===== src/rtl/oddr_tlvds_tx_sched_if.sv =====
// Requester-side handshake bundle for oddr_tlvds_tx_sched: two valid/ready word channels.
// master = frame producers, slave = scheduler.
interface oddr_tlvds_tx_sched_if #(
  parameter int unsigned WIDTH = 8
);
  logic             req0_valid;
  logic [WIDTH-1:0] req0_data;
  logic             req0_last;
  logic             req0_ready;
  logic             req1_valid;
  logic [WIDTH-1:0] req1_data;
  logic             req1_last;
  logic             req1_ready;

  modport master (
    output req0_valid, req0_data, req0_last,
    output req1_valid, req1_data, req1_last,
    input  req0_ready, req1_ready
  );

  modport slave (
    input  req0_valid, req0_data, req0_last,
    input  req1_valid, req1_data, req1_last,
    output req0_ready, req1_ready
  );
endinterface


===== src/rtl/oddr_tlvds_tx_sched.sv =====
// Two-requester frame scheduler driving ODDR D0/D1/TX for a TLVDS_TBUF output.
// Frame: warm-up, data pairs, parity pair (ODDR_TX_SCHED_PARITY_EN), guard, release.
module oddr_tlvds_tx_sched #(
  parameter int unsigned WIDTH  = 8,
  parameter int unsigned WARMUP = 4,
  parameter int unsigned GUARD  = 2
) (
  input  logic                  clk,
  input  logic                  rst,
  oddr_tlvds_tx_sched_if.slave  req,
  output logic                  oddr_d0,
  output logic                  oddr_d1,
  output logic                  oddr_tx,
  output logic                  grant,
  output logic                  busy,
  output logic                  underrun
);

  localparam int unsigned Half     = WIDTH / 2;
  localparam int unsigned PairW    = (Half > 1) ? $clog2(Half) : 1;
  localparam int unsigned PhaseMax = (WARMUP > GUARD) ? WARMUP : GUARD;
  localparam int unsigned PhaseW   = (PhaseMax > 1) ? $clog2(PhaseMax) : 1;

  localparam logic [PairW-1:0]  PairLast  = PairW'(Half - 1);
  localparam logic [PhaseW-1:0] WarmLast  = PhaseW'(WARMUP - 1);
  localparam logic [PhaseW-1:0] GuardLast = PhaseW'(GUARD - 1);

`ifdef ODDR_TX_SCHED_PARITY_EN
  typedef enum logic [2:0] {StIdle, StWarm, StData, StPar, StGuard} state_e;
  logic par_q;
`else
  typedef enum logic [1:0] {StIdle, StWarm, StData, StGuard} state_e;
`endif

  state_e           state_q;
  logic [PairW-1:0] pair_q;
  logic [PhaseW-1:0] phase_q;
  logic [WIDTH-1:0] shift_q;
  logic             last_q;
  logic             fill_q;
  logic             rr_q;

  logic             own_valid;
  logic [WIDTH-1:0] own_data;
  logic             own_last;
  logic             load_win;

  always_comb begin
    own_valid = req.req0_valid;
    own_data  = req.req0_data;
    own_last  = req.req0_last;
    if (grant) begin
      own_valid = req.req1_valid;
      own_data  = req.req1_data;
      own_last  = req.req1_last;
    end
  end

  // Load points: last warm-up clk, final pair of a non-last word, and every underrun fill clk.
  assign load_win = (state_q == StWarm && phase_q == WarmLast) ||
                    (state_q == StData && (fill_q || (pair_q == PairLast && !last_q)));

  assign req.req0_ready = load_win && !grant;
  assign req.req1_ready = load_win && grant;

  always_ff @(posedge clk) begin
    if (rst) begin
      state_q  <= StIdle;
      oddr_tx  <= 1'b1;
      oddr_d0  <= 1'b0;
      oddr_d1  <= 1'b0;
      grant    <= 1'b0;
      busy     <= 1'b0;
      underrun <= 1'b0;
      rr_q     <= 1'b0;
      pair_q   <= '0;
      phase_q  <= '0;
      shift_q  <= '0;
      last_q   <= 1'b0;
      fill_q   <= 1'b0;
`ifdef ODDR_TX_SCHED_PARITY_EN
      par_q    <= 1'b0;
`endif
    end else begin
      underrun <= 1'b0;
      if (load_win) begin
        state_q <= StData;
        pair_q  <= '0;
        if (own_valid) begin
          oddr_d0 <= own_data[0];
          oddr_d1 <= own_data[1];
          shift_q <= own_data >> 2;
          last_q  <= own_last;
          fill_q  <= 1'b0;
`ifdef ODDR_TX_SCHED_PARITY_EN
          par_q   <= par_q ^ (^own_data);
`endif
        end else begin
          // Hold the line driven with zero pairs; pulse only on entry to the fill run.
          oddr_d0  <= 1'b0;
          oddr_d1  <= 1'b0;
          fill_q   <= 1'b1;
          underrun <= !fill_q;
        end
      end else begin
        unique case (state_q)
          StIdle: begin
            oddr_tx <= 1'b1;
            oddr_d0 <= 1'b0;
            oddr_d1 <= 1'b0;
            busy    <= 1'b0;
`ifdef ODDR_TX_SCHED_PARITY_EN
            par_q   <= 1'b0;
`endif
            if (req.req0_valid || req.req1_valid) begin
              grant   <= (req.req0_valid && req.req1_valid) ? rr_q : req.req1_valid;
              busy    <= 1'b1;
              oddr_tx <= 1'b0;
              oddr_d1 <= 1'b1;
              phase_q <= '0;
              state_q <= StWarm;
            end
          end
          StWarm: phase_q <= phase_q + PhaseW'(1);
          StData: begin
            if (pair_q == PairLast) begin
              phase_q <= '0;
`ifdef ODDR_TX_SCHED_PARITY_EN
              oddr_d0 <= par_q;
              oddr_d1 <= ~par_q;
              state_q <= StPar;
`else
              oddr_d0 <= 1'b0;
              oddr_d1 <= 1'b1;
              state_q <= StGuard;
`endif
            end else begin
              oddr_d0 <= shift_q[0];
              oddr_d1 <= shift_q[1];
              shift_q <= shift_q >> 2;
              pair_q  <= pair_q + PairW'(1);
            end
          end
`ifdef ODDR_TX_SCHED_PARITY_EN
          StPar: begin
            oddr_d0 <= 1'b0;
            oddr_d1 <= 1'b1;
            phase_q <= '0;
            state_q <= StGuard;
          end
`endif
          StGuard: begin
            if (phase_q == GuardLast) begin
              oddr_tx <= 1'b1;
              oddr_d0 <= 1'b0;
              oddr_d1 <= 1'b0;
              busy    <= 1'b0;
              rr_q    <= ~grant;
              state_q <= StIdle;
            end else begin
              phase_q <= phase_q + PhaseW'(1);
            end
          end
          default: state_q <= StIdle;
        endcase
      end
    end
  end

endmodule


===== src/flat_wrapper.sv =====
// flat-port wrapper written by rule: the top's interface ports become plain ports
module oddr_tlvds_tx_sched_flat 
#(
  parameter int unsigned WIDTH  = 8,
  parameter int unsigned WARMUP = 4,
  parameter int unsigned GUARD  = 2
)
  (clk, rst, oddr_d0, oddr_d1, oddr_tx, grant, busy, underrun, req_req0_valid, req_req0_data, req_req0_last, req_req1_valid, req_req1_data, req_req1_last, req_req0_ready, req_req1_ready);
  oddr_tlvds_tx_sched_if #(.WIDTH(WIDTH)) req_i ();
  input  logic clk;
  input  logic rst;
  output logic oddr_d0;
  output logic oddr_d1;
  output logic oddr_tx;
  output logic grant;
  output logic busy;
  output logic underrun;
  input wire logic [$bits(req_i.req0_valid)-1:0] req_req0_valid;
  input wire logic [$bits(req_i.req0_data)-1:0] req_req0_data;
  input wire logic [$bits(req_i.req0_last)-1:0] req_req0_last;
  input wire logic [$bits(req_i.req1_valid)-1:0] req_req1_valid;
  input wire logic [$bits(req_i.req1_data)-1:0] req_req1_data;
  input wire logic [$bits(req_i.req1_last)-1:0] req_req1_last;
  output wire logic [$bits(req_i.req0_ready)-1:0] req_req0_ready;
  output wire logic [$bits(req_i.req1_ready)-1:0] req_req1_ready;
  assign req_i.req0_valid = req_req0_valid;
  assign req_i.req0_data = req_req0_data;
  assign req_i.req0_last = req_req0_last;
  assign req_i.req1_valid = req_req1_valid;
  assign req_i.req1_data = req_req1_data;
  assign req_i.req1_last = req_req1_last;
  assign req_req0_ready = req_i.req0_ready;
  assign req_req1_ready = req_i.req1_ready;
  oddr_tlvds_tx_sched #(.WIDTH(WIDTH), .WARMUP(WARMUP), .GUARD(GUARD)) u_core (.clk(clk), .rst(rst), .req(req_i), .oddr_d0(oddr_d0), .oddr_d1(oddr_d1), .oddr_tx(oddr_tx), .grant(grant), .busy(busy), .underrun(underrun));
endmodule

===== config.mk =====
export PLATFORM = sky130hd
export DESIGN_NAME = oddr_tlvds_tx_sched_flat
export DESIGN_NICKNAME = d
export VERILOG_FILES = /design/src/rtl/oddr_tlvds_tx_sched_if.sv /design/src/rtl/oddr_tlvds_tx_sched.sv /design/src/flat_wrapper.sv
export SDC_FILE = /design/constraint.sdc
export NUM_CORES = 1
export LEC_CHECK = 0
export BUFFER_PORTS_ARGS = -buffer_cell sky130_fd_sc_hd__buf_2
export CAP_MARGIN = 20
export CORE_MARGIN = 2
export CORE_UTILIZATION = 25
export CTS_BUF_LIST = sky130_fd_sc_hd__clkbuf_16
export DETAILED_ROUTE_END_ITERATION = 12
export GPL_ROUTABILITY_DRIVEN = 0
export PLACE_DENSITY = 0.39
export SLEW_MARGIN = 20
export SYNTH_ARGS = -nofsm -noshare
export SYNTH_HDL_FRONTEND = slang
export SYNTH_SLANG_ARGS = --single-unit

===== constraint.sdc =====
create_clock -name clk -period 2.6 [get_ports clk]
set_clock_uncertainty 0.15 [all_clocks]
set_input_delay 0 -clock clk [delete_from_list [all_inputs] [get_ports clk]]
set_output_delay 0 -clock clk [all_outputs]
set_load 0.02 [all_outputs]

---- After elaboration in Yosys (flattened, before gate mapping) ----
Cells that the tools add are included.
storage, ports and cells
  bits in registers ....................... 23
  input bits .............................. 22
  output and inout port bits .............. 8
  logic and storage cells ................. 95
cells by class
  add/sub/neg operators ................... 2
  equal/unequal tests ..................... 15
  muxes and demuxes ....................... 32
  bitwise operators ....................... 3
  reductions and logical operators ........ 29
operators by type and width
  kind                                                                      count
  8-bit two-way mux                                                         5
  1-bit two-way mux                                                         14
  2-bit two-way mux                                                         7
  3-bit AND reduction                                                       4
  4-bit AND reduction                                                       3
  2-bit == test (second input constant)                                     4
  2-bit by 1-bit inequality test with 1-bit output (second input constant)  4
  2-bit case mux with 4 select lines                                        1
  1-bit logical AND                                                         6
  3-bit by 1-bit inequality test with 1-bit output (second input constant)  2
  1-bit case mux with 3 select lines                                        2
  2-bit case mux with 3 select lines                                        1
  2-bit AND reduction                                                       3
  2-bit by 1-bit adder with 2-bit output (second input constant)            2
  2-bit by 1-bit == test with 1-bit output (second input constant)          2
  2-bit inequality test (second input constant)                             2
  1-bit case mux with 2 select lines                                        2
  2-bit nonzero test                                                        2
  4-bit nonzero test                                                        1
  1-bit logical NOT                                                         3
  1-bit logical OR                                                          3
  3-bit by 2-bit inequality test with 1-bit output (second input constant)  1
  1-bit NOT                                                                 3
  3-bit nonzero test                                                        1
  other kinds (3)                                                           3

---- Depth between registers and ports, before layout ----
Gate-level depths: netlist of run 1.
  depth in word-level cells ............... 7
  depth in mapped cells ................... 8
  gate-level depth less buffers ........... 6

---- Worst setup path after synthesis of run 1 ----
Ideal clock, no wire load.
  kind .................................... register -> register
  start point ............................. reg u_core.state_q[0]
  end point ............................... reg u_core.phase_q[0]
  setup time .............................. 121 ps
  arrival time ............................ 1680 ps
  data required time ...................... 2329 ps
  slack ................................... 649 ps
  cell stages (with the launch flop) ...... 8
  path buffers ............................ 1
  clock period less this slack ............ 1951 ps
  cells stage by stage .................... dfxtp_1 inv_1 ha_1 a22oi_4 and2_4 buf_6 nand2_2 mux2_4
on the way
  cells in the longest elaborated chain, start to end .. 5
  elaborated cells on any way between the ends .. 13
  those cells by class .................... eq/ne (6); mux (1); bitwise (1); reduce/logical (5)
ends and longest elaborated chain
  item                                                                       RTL line                                                                          source
  start, declared                                                            oddr_tlvds_tx_sched.sv:35                                                         state_e state_q;
  start signal, assigned                                                     oddr_tlvds_tx_sched.sv:68                                                         state_q <= StIdle;
  start signal, assigned                                                     oddr_tlvds_tx_sched.sv:87                                                         state_q <= StData;
  start signal, assigned                                                     oddr_tlvds_tx_sched.sv:121                                                        state_q <= StWarm;
  2-bit by 1-bit == test with 1-bit output or 2-bit == test (tied branches)  oddr_tlvds_tx_sched.sv:60, oddr_tlvds_tx_sched.sv:106, oddr_tlvds_tx_sched.sv:61
  1-bit logical AND, on equally long branches                                oddr_tlvds_tx_sched.sv:60, oddr_tlvds_tx_sched.sv:61
  1-bit logical OR                                                           oddr_tlvds_tx_sched.sv:60                                                         assign load_win = (state_q == StWarm && phase_q == WarmLast) ||
  1-bit NOT (no source line)                                                 -
  4-bit AND reduction (no source line)                                       -
  end signal, assigned                                                       oddr_tlvds_tx_sched.sv:124                                                        StWarm: phase_q <= phase_q + PhaseW'(1);
  end signal, assigned                                                       oddr_tlvds_tx_sched.sv:161                                                        phase_q <= phase_q + PhaseW'(1);
  end, declared                                                              oddr_tlvds_tx_sched.sv:37                                                         logic [PhaseW-1:0] phase_q;
Several ways; a longest one is shown, not always the timed one.
A chain may end at the register's enable or synchronous reset.

---- Worst setup path after layout of run 1 ----
Ends and elaborated chain as after synthesis.

==> results of run 1 <==
[power by group]
group	switching [mW]	internal [mW]	leakage (nW)
Combinational	0.302	0.240	0.474
Sequential	0.0438	0.374	0.171
Clock	0.119	0.207	0.0409
Total	0.465	0.821	0.686
[routing by layer]
layer  track usage (%)  vias up
li1                  -      564
met1              15.1      509
met2              18.6       27
met3              3.10        6
met4              3.68        0
met5                 0        -
[flip-flops by register name (all words and copies together) (netlist names)]
name	flops
u_core.fill_q	1
u_core.last_q	1
u_core.busy	1
u_core.oddr_d0	1
u_core.shift_q	6
u_core.underrun	1
u_core.rr_q	1
u_core.state_q	2
u_core.phase_q	2
u_core.oddr_tx	1
u_core.grant	1
u_core.pair_q	2
u_core.oddr_d1	1
[metrics by stage]
stage / hold slack (ps) / setup WS (ps) / instances
4_1_cts: 64.7 / 399 / 236
5_1_grt: 77.5 / 265 / 236
2_1_floorplan: -74.0 / 649 / 132
3_5_place_dp: 212 / 426 / 225
3_3_place_gp: 188 / 495 / 225
6_report: 58.4 / 414 / 236
[cell usage after synthesis (3+ instances only)]
| cell | count | area (µm²) |
|---|---|---|
| nor2_2 | 3 | 18.8 |
| ha_1 | 9 | 113 |
| a211oi_1 | 8 | 60.1 |
| a21oi_1 | 9 | 45.0 |
| mux2i_1 | 12 | 120 |
| nor3_1 | 3 | 15.0 |
| o21ai_0 | 3 | 15.0 |
| a31oi_1 | 3 | 18.8 |
| inv_1 | 5 | 18.8 |
| dfxtp_1 | 21 | 420 |
| nand2_1 | 4 | 15.0 |
| nor2_1 | 7 | 26.3 |
| o2bb2ai_1 | 3 | 26.3 |
[how the worst min path moves through the flow]
stage / from / end / slack, ps / cells after the start
after global placement: req_req0_last / u_core.last_q$_SDFFE_PP0P_ / 190 / 3
final: req_req0_data[1] / u_core.oddr_d1$_SDFFE_PP0P_ / 60 / 5
after floorplan: rst / u_core.state_q[0]$_SDFFE_PP0P_ / -70 / 1
after CTS: req_req0_data[1] / u_core.oddr_d1$_SDFFE_PP0P_ / 60 / 5
after global routing: req_req0_data[0] / u_core.oddr_d0$_SDFFE_PP0P_ / 80 / 5
after detailed placement: req_req0_last / u_core.last_q$_SDFFE_PP0P_ / 210 / 3
[critical path: stages, from the launching register on]
cell and delay, ps:
dfxtp_1 420, inv_1 90, ha_1 300, a22oi_4 340, and2_4 350, nand2_2 110, mux2_4 300
[final cells by class]
cell class | count | share of cell area, %
multi-input cells | 99 | 51.4
flip-flops and latches | 21 | 24.6
repair buffers | 37 | 13.0
well taps | 70 | 5.13
clock buffers | 3 | 4.40
inverters | 5 | 1.10
clock inverters | 1 | 0.293
[logic make-up after synthesis]
family                   synth area share, %
buffers and inverters                   5.29
adder cells (fa/ha/maj)                 8.21
flip-flops                              30.7
AO/OA/AOI/OAI                           28.9
XOR/XNOR                               0.639
AND/OR/NAND/NOR                         14.8
multiplexers                            11.5
==> impl_results.md, run 1 <==
* Critical path endpoint category: flip-flop
* Total power per unit cell area at 753 nW/µm²
* FILL cells at 561
* # rows at 26
* Hpwl dp at ~2.5 mm
* DP Area at ~1600 µm²
* Setup Buffers After CTS at 0
* Largest net degree at the start of global routing at 25
* # diodes at 0
* R2R Path Start: u_core.state_q[0]$_SDFFE_PP0P_
* Post-Syn Area at 1370 µm²
* Nets at 198
* WL met3 at ~150 µm
* Mapped Cells at 132
* Post-route design area at between 1500 and 2000 µm²
* Slew headroom at approximately 64%
* Worst EP arrival at ~2200 ps
* Total Routed Length at about 3.3 mm
* First-pass DRT Iterations at 4
* FF-to-FF End: u_core.phase_q[0]$_SDFFE_PP0P_
* Initial DRC Count at 42
* CTS hold repair buffers at 7
* Reg2Reg Depth at 6
* IO Count at 30
* Net Count, Synth at between 150 and 200
* Initial Util at between 20% and 30%
* Post-synth EDFFs at 0
* Area Overhead vs Synth at 24.5%
* CTS clk-pin slew, worst paths at about 60 ps
* Met1 wire length at ~1.6 mm
* Number of buffers created by CTS at 3
* Die area at between 6000 and 7000 µm²
* Max IR drop VDD at between 0.3 and 0.4 mV
* Final setup fails at 0
* Hold Vio Cnt, Final at 0
* Port Buffers at 29
* Clock tree from TritonCTS: yes
* Synth warnings at 0
* Die Height at slightly below 80 µm
* Top Metal Used: met4
* Worst setup path start: u_core.state_q[0]$_SDFFE_PP0P_
* Clk sinks at 21
* Period utilization at between 80 and 90%
* Max-cap violations at 0
* Status: finished, final reports clean
* Post-synthesis sequential area ratio at ~31%
* Residual DRC at 0
* Vias in the first global route at roughly 1200
* Kind of critical path: reg -> reg
* GRT overflow at 0
* Crit path time final at approximately 2200 ps
* Most frequent cells in the layout: 29 x buf_2, 21 x dfxtp_1, 12 x mux2i_1, 9 x a21oi_1, 9 x ha_1
* Setup_tns at 0 ps
* Type of the tightest min-delay check: in -> reg
* Mapped Avg Cell Area at around 10 µm²
* Measured slew at the worst slew-check pin at about 540 ps
* Final core occ at 32.8%
* Root Buffer: clkbuf_16
* Pwr Total at 1.29 mW
* FF-to-FF setup slack at 410 ps
* Fin. max-slew vios at 0
* CTS Buffer Depth at 2
* Fmax achieved at about 460 MHz
* Worst-skew pair later-pin latency at 250 ps
* Routed length per instance at 13.9 µm
* Vias at approximately 1100
* Share of cells above drive strength 1 at 34.3%
* Total GRT Usage at between 10% and 20%
* CP Capture Point: u_core.phase_q[0]$_SDFFE_PP0P_
* Startpoint Class: flip-flop
* Die Wd at approximately 80 µm
* Multi-input gate area at about 880 µm²
* CP required at about 2600 ps
* Lkg Pwr at 0.686 nW
* Asr flop ratio synth at 0%
* DRT antenna net count at 0
* Initial antenna violation count at 0
* RSZ-0062 raised after global routing: false
* Htree depth at 1
* Most common cell after layout, fill and taps aside: buf_2
* First-pass GRT wire length at approximately 5.6 mm
* Synthesis-stage register bit count at 21
* Main synth FF type: dfxtp_1
* Wire length on met2 at 1.44 mm
* Post_cts resized at 0
* Drt via density at roughly 4.7
* Core Region at ~5200 µm²
* Seq. cell area at 420 µm²
* Synth cell types at 48
* CP max FO at 16
No activity file was read; power rests on OpenSTA's default activity.
==> inputs of run 2 (changes only) <==
--- a/config.mk
+++ b/config.mk
@@ -5,6 +5,7 @@
 export SDC_FILE = /design/constraint.sdc
 export NUM_CORES = 1
 export LEC_CHECK = 0
+export ABC_AREA = 1
 export BUFFER_PORTS_ARGS = -buffer_cell sky130_fd_sc_hd__buf_2
 export CAP_MARGIN = 20
 export CORE_MARGIN = 2
==> constraint.sdc (replaced) <==
create_clock -name clk -period 2.1 [get_ports clk]
set_clock_uncertainty 0.15 [all_clocks]
set_input_delay 0 -clock clk [delete_from_list [all_inputs] [get_ports clk]]
set_output_delay 0 -clock clk [all_outputs]
set_load 0.02 [all_outputs]
==> run 2 against run 1 <==
Global-route usage grew 0.57 points. Sequential power grew 39%. Sequential share of layout area down 0.28 points. Wire length up 5.5%. Setup slack worse by 240 ps. Clock power grew 27%. Total power grew 38%. Critical path type is now reg -> out.
==> impl_results.md, run 2 <==
* Initial Util at 26.3% (about the same)
* Post-synth top area share at 30.9% (was 30.7%)
* Share of cells above drive strength 1 at 20.5% (was 34.3%)
* CTS Buffer Depth at 2 (unchanged)
* Number of buffers created by CTS at 3 (unchanged)
* Die Wd at 77.8 µm (was 78.1 µm)
* Hold slack at 41.3 ps (was 58.4 ps)
* Initial DRC Count at 55 (was 42)
* Total power per unit cell area at 1030 nW/µm² (was 753 nW/µm²)
* Most frequent cells in the layout: 65 x nand2_1, 37 x nor2_1, 29 x buf_2, 20 x dfxtp_1, 16 x inv_1 (was 29 x buf_2, 21 x dfxtp_1, 12 x mux2i_1, 9 x a21oi_1, 9 x ha_1)
* Drt via density at 4.17 (was 4.69)
* Critical path endpoint category: output port (was flip-flop)
* Port Buffers at 29 (unchanged)
* DRT antenna net count at 0 (unchanged)
* Status: finished, final reports clean (unchanged)
* Slew headroom at 67.4% (was 63.8%)
* Crit path buf inv count at 2 (was 1)
* # rows at 26 (unchanged)
* FF-to-FF End: u_core.last_q$_SDFFE_PP0P_ (was u_core.phase_q[0]$_SDFFE_PP0P_)
* Htree depth at 1 (unchanged)
* Post-route design area at 1730 µm² (was 1710 µm²)
* Synth top cells by count: 65 x nand2_1, 37 x nor2_1, 21 x dfxtp_1 (was 21 x dfxtp_1, 12 x mux2i_1, 9 x a21oi_1, 9 x ha_1, 8 x a211oi_1)
* Measured slew at the worst slew-check pin at 489 ps (was 543 ps)
* Asr flop ratio synth at 0% (unchanged)
* Kind of critical path: reg -> out (was reg -> reg)
* Net Count, Synth at 237 (was 163)
* Hold path startpoint: req_req0_valid (was req_req0_data[1])
* Clk sinks at 21 (unchanged)
* Period utilization at between 90% and 100%
* Clock tree from TritonCTS: yes (unchanged)
* Max IR drop VDD at 0.352 mV (was 0.320 mV)
* Wire length on met2 at 1.42 mm (was 1.44 mm)
* Worst slack, placed at 144 ps (was 426 ps)
* Synth cell types at 26 (was 48)
* Reg power frac at 32.7% (was 32.5%)
* Core Region at 5170 µm² (was 5200 µm²)
* Sw Ratio at 39.4% (was 36.2%)
* CTS clk-pin slew, worst paths at 60 ps (about the same)
* CP required at 1950 ps (was 2590 ps)
* Die Height at 77.8 µm (was 78.1 µm)
* Clock power share at 23.2% (was 25.3%)
* Int Pwr at 1.08 mW (was 0.821 mW)
* Hold Vio Cnt, Final at 0 (unchanged)
* Most common cell after layout, fill and taps aside: nand2_1 (was buf_2)
* Slowest-stage cell, CP: dfxtp_1 (unchanged)
* Max-cap violations at 0 (unchanged)
* Final core occ at 33.5% (was 32.8%)
* Vias at 1309 (was 1106)
* Top cells by area, synth: dfxtp_1 31%, nand2_1 18%, nor2_1 10%, ha_1 8.3%, nand3_1 4.8% (was dfxtp_1 31%, mux2i_1 8.8%, ha_1 8.2%, a211oi_1 4.4%, a21oi_1 3.3%)
* Nets at 276 (was 198)
* R2R Path Start: u_core.grant$_SDFFE_PP0P_ (was u_core.state_q[0]$_SDFFE_PP0P_)
* CP max FO at 20 (was 16)
* First-pass GRT wire length at 5.98 mm (was 5.62 mm)
* GRT overflow at 0 (unchanged)
* Setup Buffers After CTS at 0 (unchanged)
* Hold Path End: u_core.grant$_SDFFE_PP0P_ (was u_core.oddr_d1$_SDFFE_PP0P_)
* Routed length per instance at 11.0 µm (was 13.9 µm)
* First-pass DRT Iterations at 4 (unchanged)
* Crit path time final at around 1900 ps
* Logic pwr share at 44.1% (was 42.2%)
* Hpwl dp at 2.66 mm (was 2.49 mm)
* Main synth FF type: dfxtp_1 (unchanged)
* FF-to-FF setup slack at 230 ps (was 410 ps)
* Largest register by flop count: u_core.shift_q (unchanged)
* Worst-skew pair later-pin latency at 260 ps (was 250 ps)
* Most frequent cell after synthesis: nand2_1 (was dfxtp_1)
* Reg2Reg Depth at 7 (was 6)
* Type of the tightest min-delay check: in -> reg (unchanged)
* Startpoint Class: flip-flop (unchanged)
* Most frequent CP cell: nand2_2
* Total Routed Length at 3.45 mm (was 3.27 mm)
* Largest register FFs at 6 (unchanged)
* Synth warnings at 0 (unchanged)
* CP Cell Sequence: inv_1 > ha_1 > nand2_2 > nand2_2 > nand2_4 > nor2_1 > buf_2 (was inv_1 > ha_1 > a22oi_4 > and2_4 > nand2_2 > mux2_4)
* Post-Syn Area at 1360 µm² (was 1370 µm²)
* Worst EP arrival at 1770 ps (was 2180 ps)
* Area Overhead vs Synth at 27.3% (was 24.5%)
* Met1 wire length at 1.88 mm (was 1.64 mm)
* Largest net degree at the start of global routing at 21 (was 25)
* Mapped Avg Cell Area at 6.61 µm² (was 10.4 µm²)
* Fmax achieved at around 520 MHz
* IO Count at 30 (unchanged)
* CP delay by family, top: simple AND/OR/NAND/NOR gates (unchanged)
* Fin. max-slew vios at 0 (unchanged)
* Worst setup margin at 179 ps (was 414 ps)
* Synthesis-stage register bit count at 21 (unchanged)
* WL met3 at 117 µm (was 151 µm)
* Top Metal Used: met4 (unchanged)
* Root Buffer: clkbuf_16 (unchanged)
* Final setup fails at 0 (unchanged)
* Vias in the first global route at 1251 (was 1184)
* # diodes at 0 (unchanged)
* WHS Path Cells at 6 (was 5)
* P_sw at 0.702 mW (was 0.465 mW)
* Lkg Pwr at 0.934 nW (was 0.686 nW)
* Mapped Cells at 206 (was 132)
* Residual DRC at 0 (unchanged)
* Initial antenna violation count at 0 (unchanged)
* Die area at 6050 µm² (was 6090 µm²)
* Setup_tns at 0 ps (unchanged)
* Post-synthesis sequential area ratio at 30.9% (was 30.7%)
* RSZ-0062 raised after global routing: false (unchanged)
* Post-synth EDFFs at 0 (unchanged)
* Most area-hungry cell type in the Yosys netlist: dfxtp_1 (unchanged)
* Total GRT Usage at 12.2% (was 11.6%)
* Worst path max stage delay at 340 ps (was 420 ps)
* DP Area at 1570 µm² (was 1560 µm²)
## run 2: cell count changes in the layout (fill, tap and decap cells not counted), moves of 5 or more
cell	delta
inv_1	+11
nand3_1	+13
a211oi_1	-8
nor2_1	+30
nand3b_1	+6
o21ai_1	+5
mux2i_1	-10
a21oi_1	-5
nand2_1	+61
## run 2: metrics by stage
stage	power, mW	instances
CTS	1.81	314
detailed placement	1.36	302
floorplan	1.17	206
finish	1.78	314
global placement	1.38	302
global route	1.96	314
## run 2: power groups by stage
| stage | combinational (mW) | clock (mW) | sequential [mW] |
|---|---|---|---|
| floorplan | 0.550 | 0 | 0.620 |
| global placement | 0.788 | 0 | 0.592 |
| detailed placement | 0.772 | 0 | 0.591 |
| CTS | 0.795 | 0.431 | 0.583 |
| global route | 0.914 | 0.443 | 0.601 |
| finish | 0.785 | 0.412 | 0.582 |
## run 2: how the worst max path moves through the flow
stage                                   startpoint                              to  cells after the start
detailed placement  u_core.state_q[1]$_SDFFE_PP0P_  u_core.phase_q[1]$_SDFFE_PP0P_                      9
floorplan           u_core.state_q[0]$_SDFFE_PP0P_     u_core.oddr_d0$_SDFFE_PP0P_                      9
global route        u_core.state_q[1]$_SDFFE_PP0P_                  req_req0_ready                      7
global placement    u_core.state_q[1]$_SDFFE_PP0P_     u_core.oddr_tx$_SDFFE_PP1P_                      8
CTS                 u_core.state_q[1]$_SDFFE_PP0P_                  req_req0_ready                      7
finish              u_core.state_q[1]$_SDFFE_PP0P_                  req_req1_ready                      7
## run 2: layout make-up
cell class | count | area [µm²]
inverters | 19 | 71.3
flip-flops and latches | 21 | 422
multi-input cells | 161 | 832
clock inverters | 1 | 5.00
fillers | 583 | 3440
clock buffers | 3 | 75.1
well taps | 70 | 87.6
repair buffers | 39 | 240
## run 2: routing by layer
layer  vias to the layer above  track usage [%]
met2                        24             17.6
met1                       556             18.1
li1                        725                -
met4                         0             4.29
met3                         4             1.74
met5                         -                0
## run 2: repair_timing
action / CTS / global route
endpoints found under the setup margin: 0 / 15
gates resized for setup: 0 / 2
hold endpoints to repair: 7 / 0
hold buffers: 8 / 0
## run 2: tightest hold or removal path, cell delays in order
cell and delay (ps):
buf_2 90, nor2_1 90, inv_1 60, nand3_1 70, nand2_1 60, a21oi_1 50
## run 2: cells by family after synthesis
family                   synth area share, %
AO/OA/AOI/OAI                           6.07
XOR/XNOR                               0.643
adder cells (fa/ha/maj)                 8.27
buffers and inverters                   8.36
flip-flops                              30.9
multiplexers                            1.47
AND/OR/NAND/NOR                         44.3
==> inputs of run 3 (changes only) <==
--- a/config.mk
+++ b/config.mk
@@ -9,11 +9,13 @@
 export BUFFER_PORTS_ARGS = -buffer_cell sky130_fd_sc_hd__buf_2
 export CAP_MARGIN = 20
 export CORE_MARGIN = 2
-export CORE_UTILIZATION = 25
+export CORE_UTILIZATION = 40
 export CTS_BUF_LIST = sky130_fd_sc_hd__clkbuf_16
 export DETAILED_ROUTE_END_ITERATION = 12
 export GPL_ROUTABILITY_DRIVEN = 0
-export PLACE_DENSITY = 0.39
+export HOLD_SLACK_MARGIN = 0.12
+export PLACE_DENSITY = 0.58
+export SKIP_CTS_REPAIR_TIMING = 1
 export SLEW_MARGIN = 20
 export SYNTH_ARGS = -nofsm -noshare
 export SYNTH_HDL_FRONTEND = slang
==> run 3 against run 2 <==
Sequential power shrank 0.9%. Clock power shrank 1%. Fmax down 1.8%. Setup slack worse by 35 ps. Sequential share of layout area is 0.19 points lower. Largest power group unchanged.
==> impl_results.md, run 3 (same netlist as run 2, synthesis figures left out) <==
* Status: finished, final reports clean (unchanged)
* Worst-skew pair later-pin latency at 250 ps (was 260 ps)
* CTS clk-pin slew, worst paths at 60 ps (about the same)
* Kind of critical path: reg -> reg (was reg -> out)
* Vias at 1359 (was 1309)
* DRT antenna net count at 0 (unchanged)
* # diodes at 0 (unchanged)
* Most common cell after layout, fill and taps aside: nand2_1 (unchanged)
* Max-cap violations at 0 (unchanged)
* Type of the tightest min-delay check: in -> reg (unchanged)
* Final setup fails at 0 (unchanged)
* Initial antenna violation count at 0 (unchanged)
* Vias in the first global route at 1159 (was 1251)
* Lkg Pwr at 0.952 nW (was 0.934 nW)
* CP max FO at 11 (was 20)
* IO Count at 30 (unchanged)
* Die Height at 62.3 µm (was 77.8 µm)
* Startpoint Class: flip-flop (unchanged)
* Period utilization at 93.2% (was 91.5%)
* Worst setup path start: u_core.grant$_SDFFE_PP0P_ (was u_core.state_q[1]$_SDFFE_PP0P_)
* Htree depth at 1 (unchanged)
* CTS Buffer Depth at 2 (unchanged)
* Critical path endpoint category: flip-flop (was output port)
* Hold path startpoint: req_req0_data[6] (was req_req0_valid)
* Clk sinks at 21 (unchanged)
* Hpwl dp at 2.30 mm (was 2.66 mm)
* CP Cell Sequence: buf_4 > inv_1 > nand2_1 > nand2_1 > dlygate4sd3_1 > nand3_1 > nand2_1 > inv_1 > nor2_1 (was inv_1 > ha_1 > nand2_2 > nand2_2 > nand2_4 > nor2_1 > buf_2)
* Most frequent CP cell: nand2_1 (was nand2_2)
* GRT overflow at 0 (unchanged)
* Number of buffers created by CTS at 3 (unchanged)
* Drt via density at 4.62 (was 4.17)
* Core Region at 3310 µm² (was 5170 µm²)
* Nets at 280 (was 276)
* First-pass GRT wire length at 5.25 mm (was 5.98 mm)
* Die area at 3890 µm² (was 6050 µm²)
* Root Buffer: clkbuf_16 (unchanged)
* Setup_tns at 0 ps (unchanged)
* Routed length per instance at 10.8 µm (was 11.0 µm)
* First-pass DRT Iterations at 4 (unchanged)
* Crit path time final at 1960 ps (was 1920 ps)
* Residual DRC at 0 (unchanged)
* Most frequent cells in the layout: 65 x nand2_1, 37 x nor2_1, 29 x buf_2, 21 x dfxtp_1, 16 x inv_1 (was 65 x nand2_1, 37 x nor2_1, 29 x buf_2, 20 x dfxtp_1, 16 x inv_1)
* Largest net degree at the start of global routing at 21 (unchanged)
* Largest register by flop count: u_core.shift_q (unchanged)
* Share of cells above drive strength 1 at 19.8% (was 20.5%)
* Total GRT Usage at 16.5% (was 12.2%)
* Slowest-stage cell, CP: dlygate4sd3_1 (was dfxtp_1)
* Largest register FFs at 6 (unchanged)
* Fmax achieved at 511 MHz (was 520 MHz)
* Clock tree from TritonCTS: yes (unchanged)
* # rows at 21 (was 26)
* Die Wd at 62.3 µm (was 77.8 µm)
* R2R Path Start: u_core.grant$_SDFFE_PP0P_ (unchanged)
* Worst path max stage delay at 550 ps (was 340 ps)
* Worst EP arrival at 1960 ps (was 1770 ps)
* Fin. max-slew vios at 0 (unchanged)
* CP required at 2100 ps (was 1950 ps)
* Initial Util at 41.1% (was 26.3%)
* Port Buffers at 29 (unchanged)
* Total power per unit cell area at 1020 nW/µm² (was 1030 nW/µm²)
* Slew headroom at 68.0% (was 67.4%)
* Measured slew at the worst slew-check pin at 479 ps (was 489 ps)
* Hold Vio Cnt, Final at 0 (unchanged)
* RSZ-0062 raised after global routing: false (unchanged)
* Area Overhead vs Synth at 27.9% (was 27.3%)
* Max IR drop VDD at 0.565 mV (was 0.352 mV)
* Final core occ at 52.6% (was 33.5%)
* Total Routed Length at 3.19 mm (was 3.45 mm)
* Initial DRC Count at 59 (was 55)
==> run 3: cell types whose count changed in the layout (fill, tap and decap cells not counted), sizes merged <==
cell         previous run  this run
dlygate4sd3             8        12
==> run 3: worst max-delay path: cells and delay by family (launching register included) <==
kind,cells,cell delay [ps]
flops,1,400
simple gates,5,320
buf+inv,4,980
==> run 3: metal layers <==
layer / part of all wire [%] / track usage [%] / vias up
met1: 53 / 23.8 / 591
met5: 0 / 0 / -
met2: 42 / 25.0 / 32
met4: 0.53 / 4.17 / 0
met3: 4.4 / 3.44 / 2
li1: - / - / 734
==> run 3: through the flow <==
stage               hold slack, ps  power, mW  setup WS (ps)  instance area (µm²)  cells
floorplan                    -80.9       1.17            502                 1360    206
global placement              84.1       1.35            250                 1540    278
detailed placement            88.9       1.34            180                 1540    278
CTS                           -180       1.76           30.2                 1620    282
global route                   138       1.94           15.5                 1740    294
finish                        39.2       1.78            144                 1740    294
==> run 3: area by class of cell <==
type / count / area, µm²
clock buffer: 3 / 75.1
tap: 46 / 57.6
multi-input combinational: 161 / 832
sequential: 21 / 420
timing repair buffer: 43 / 280
inverter: 19 / 71.3
clock inverter: 1 / 5.00
fill: 348 / 1570
==> run 3: worst paths after layout <==
| check | endpoint | slack (ps) | depth (start not counted) |
|---|---|---|---|
| hold reg to reg | u_core.underrun$_SDFF_PP0_ | 270 | 1 |
| setup reg to reg | u_core.shift_q[5]$_SDFFE_PP0P_ | 140 | 9 |
| hold / removal | u_core.shift_q[4]$_SDFFE_PP0P_ | 40 | 7 |
| setup / recovery | u_core.shift_q[5]$_SDFFE_PP0P_ | 140 | 9 |
==> run 3: power by group <==
part / total [mW] / switching, mW / internal (mW)
logic: 0.792 / 0.471 / 0.321
registers: 0.577 / 0.0689 / 0.508
clock network: 0.406 / 0.150 / 0.256
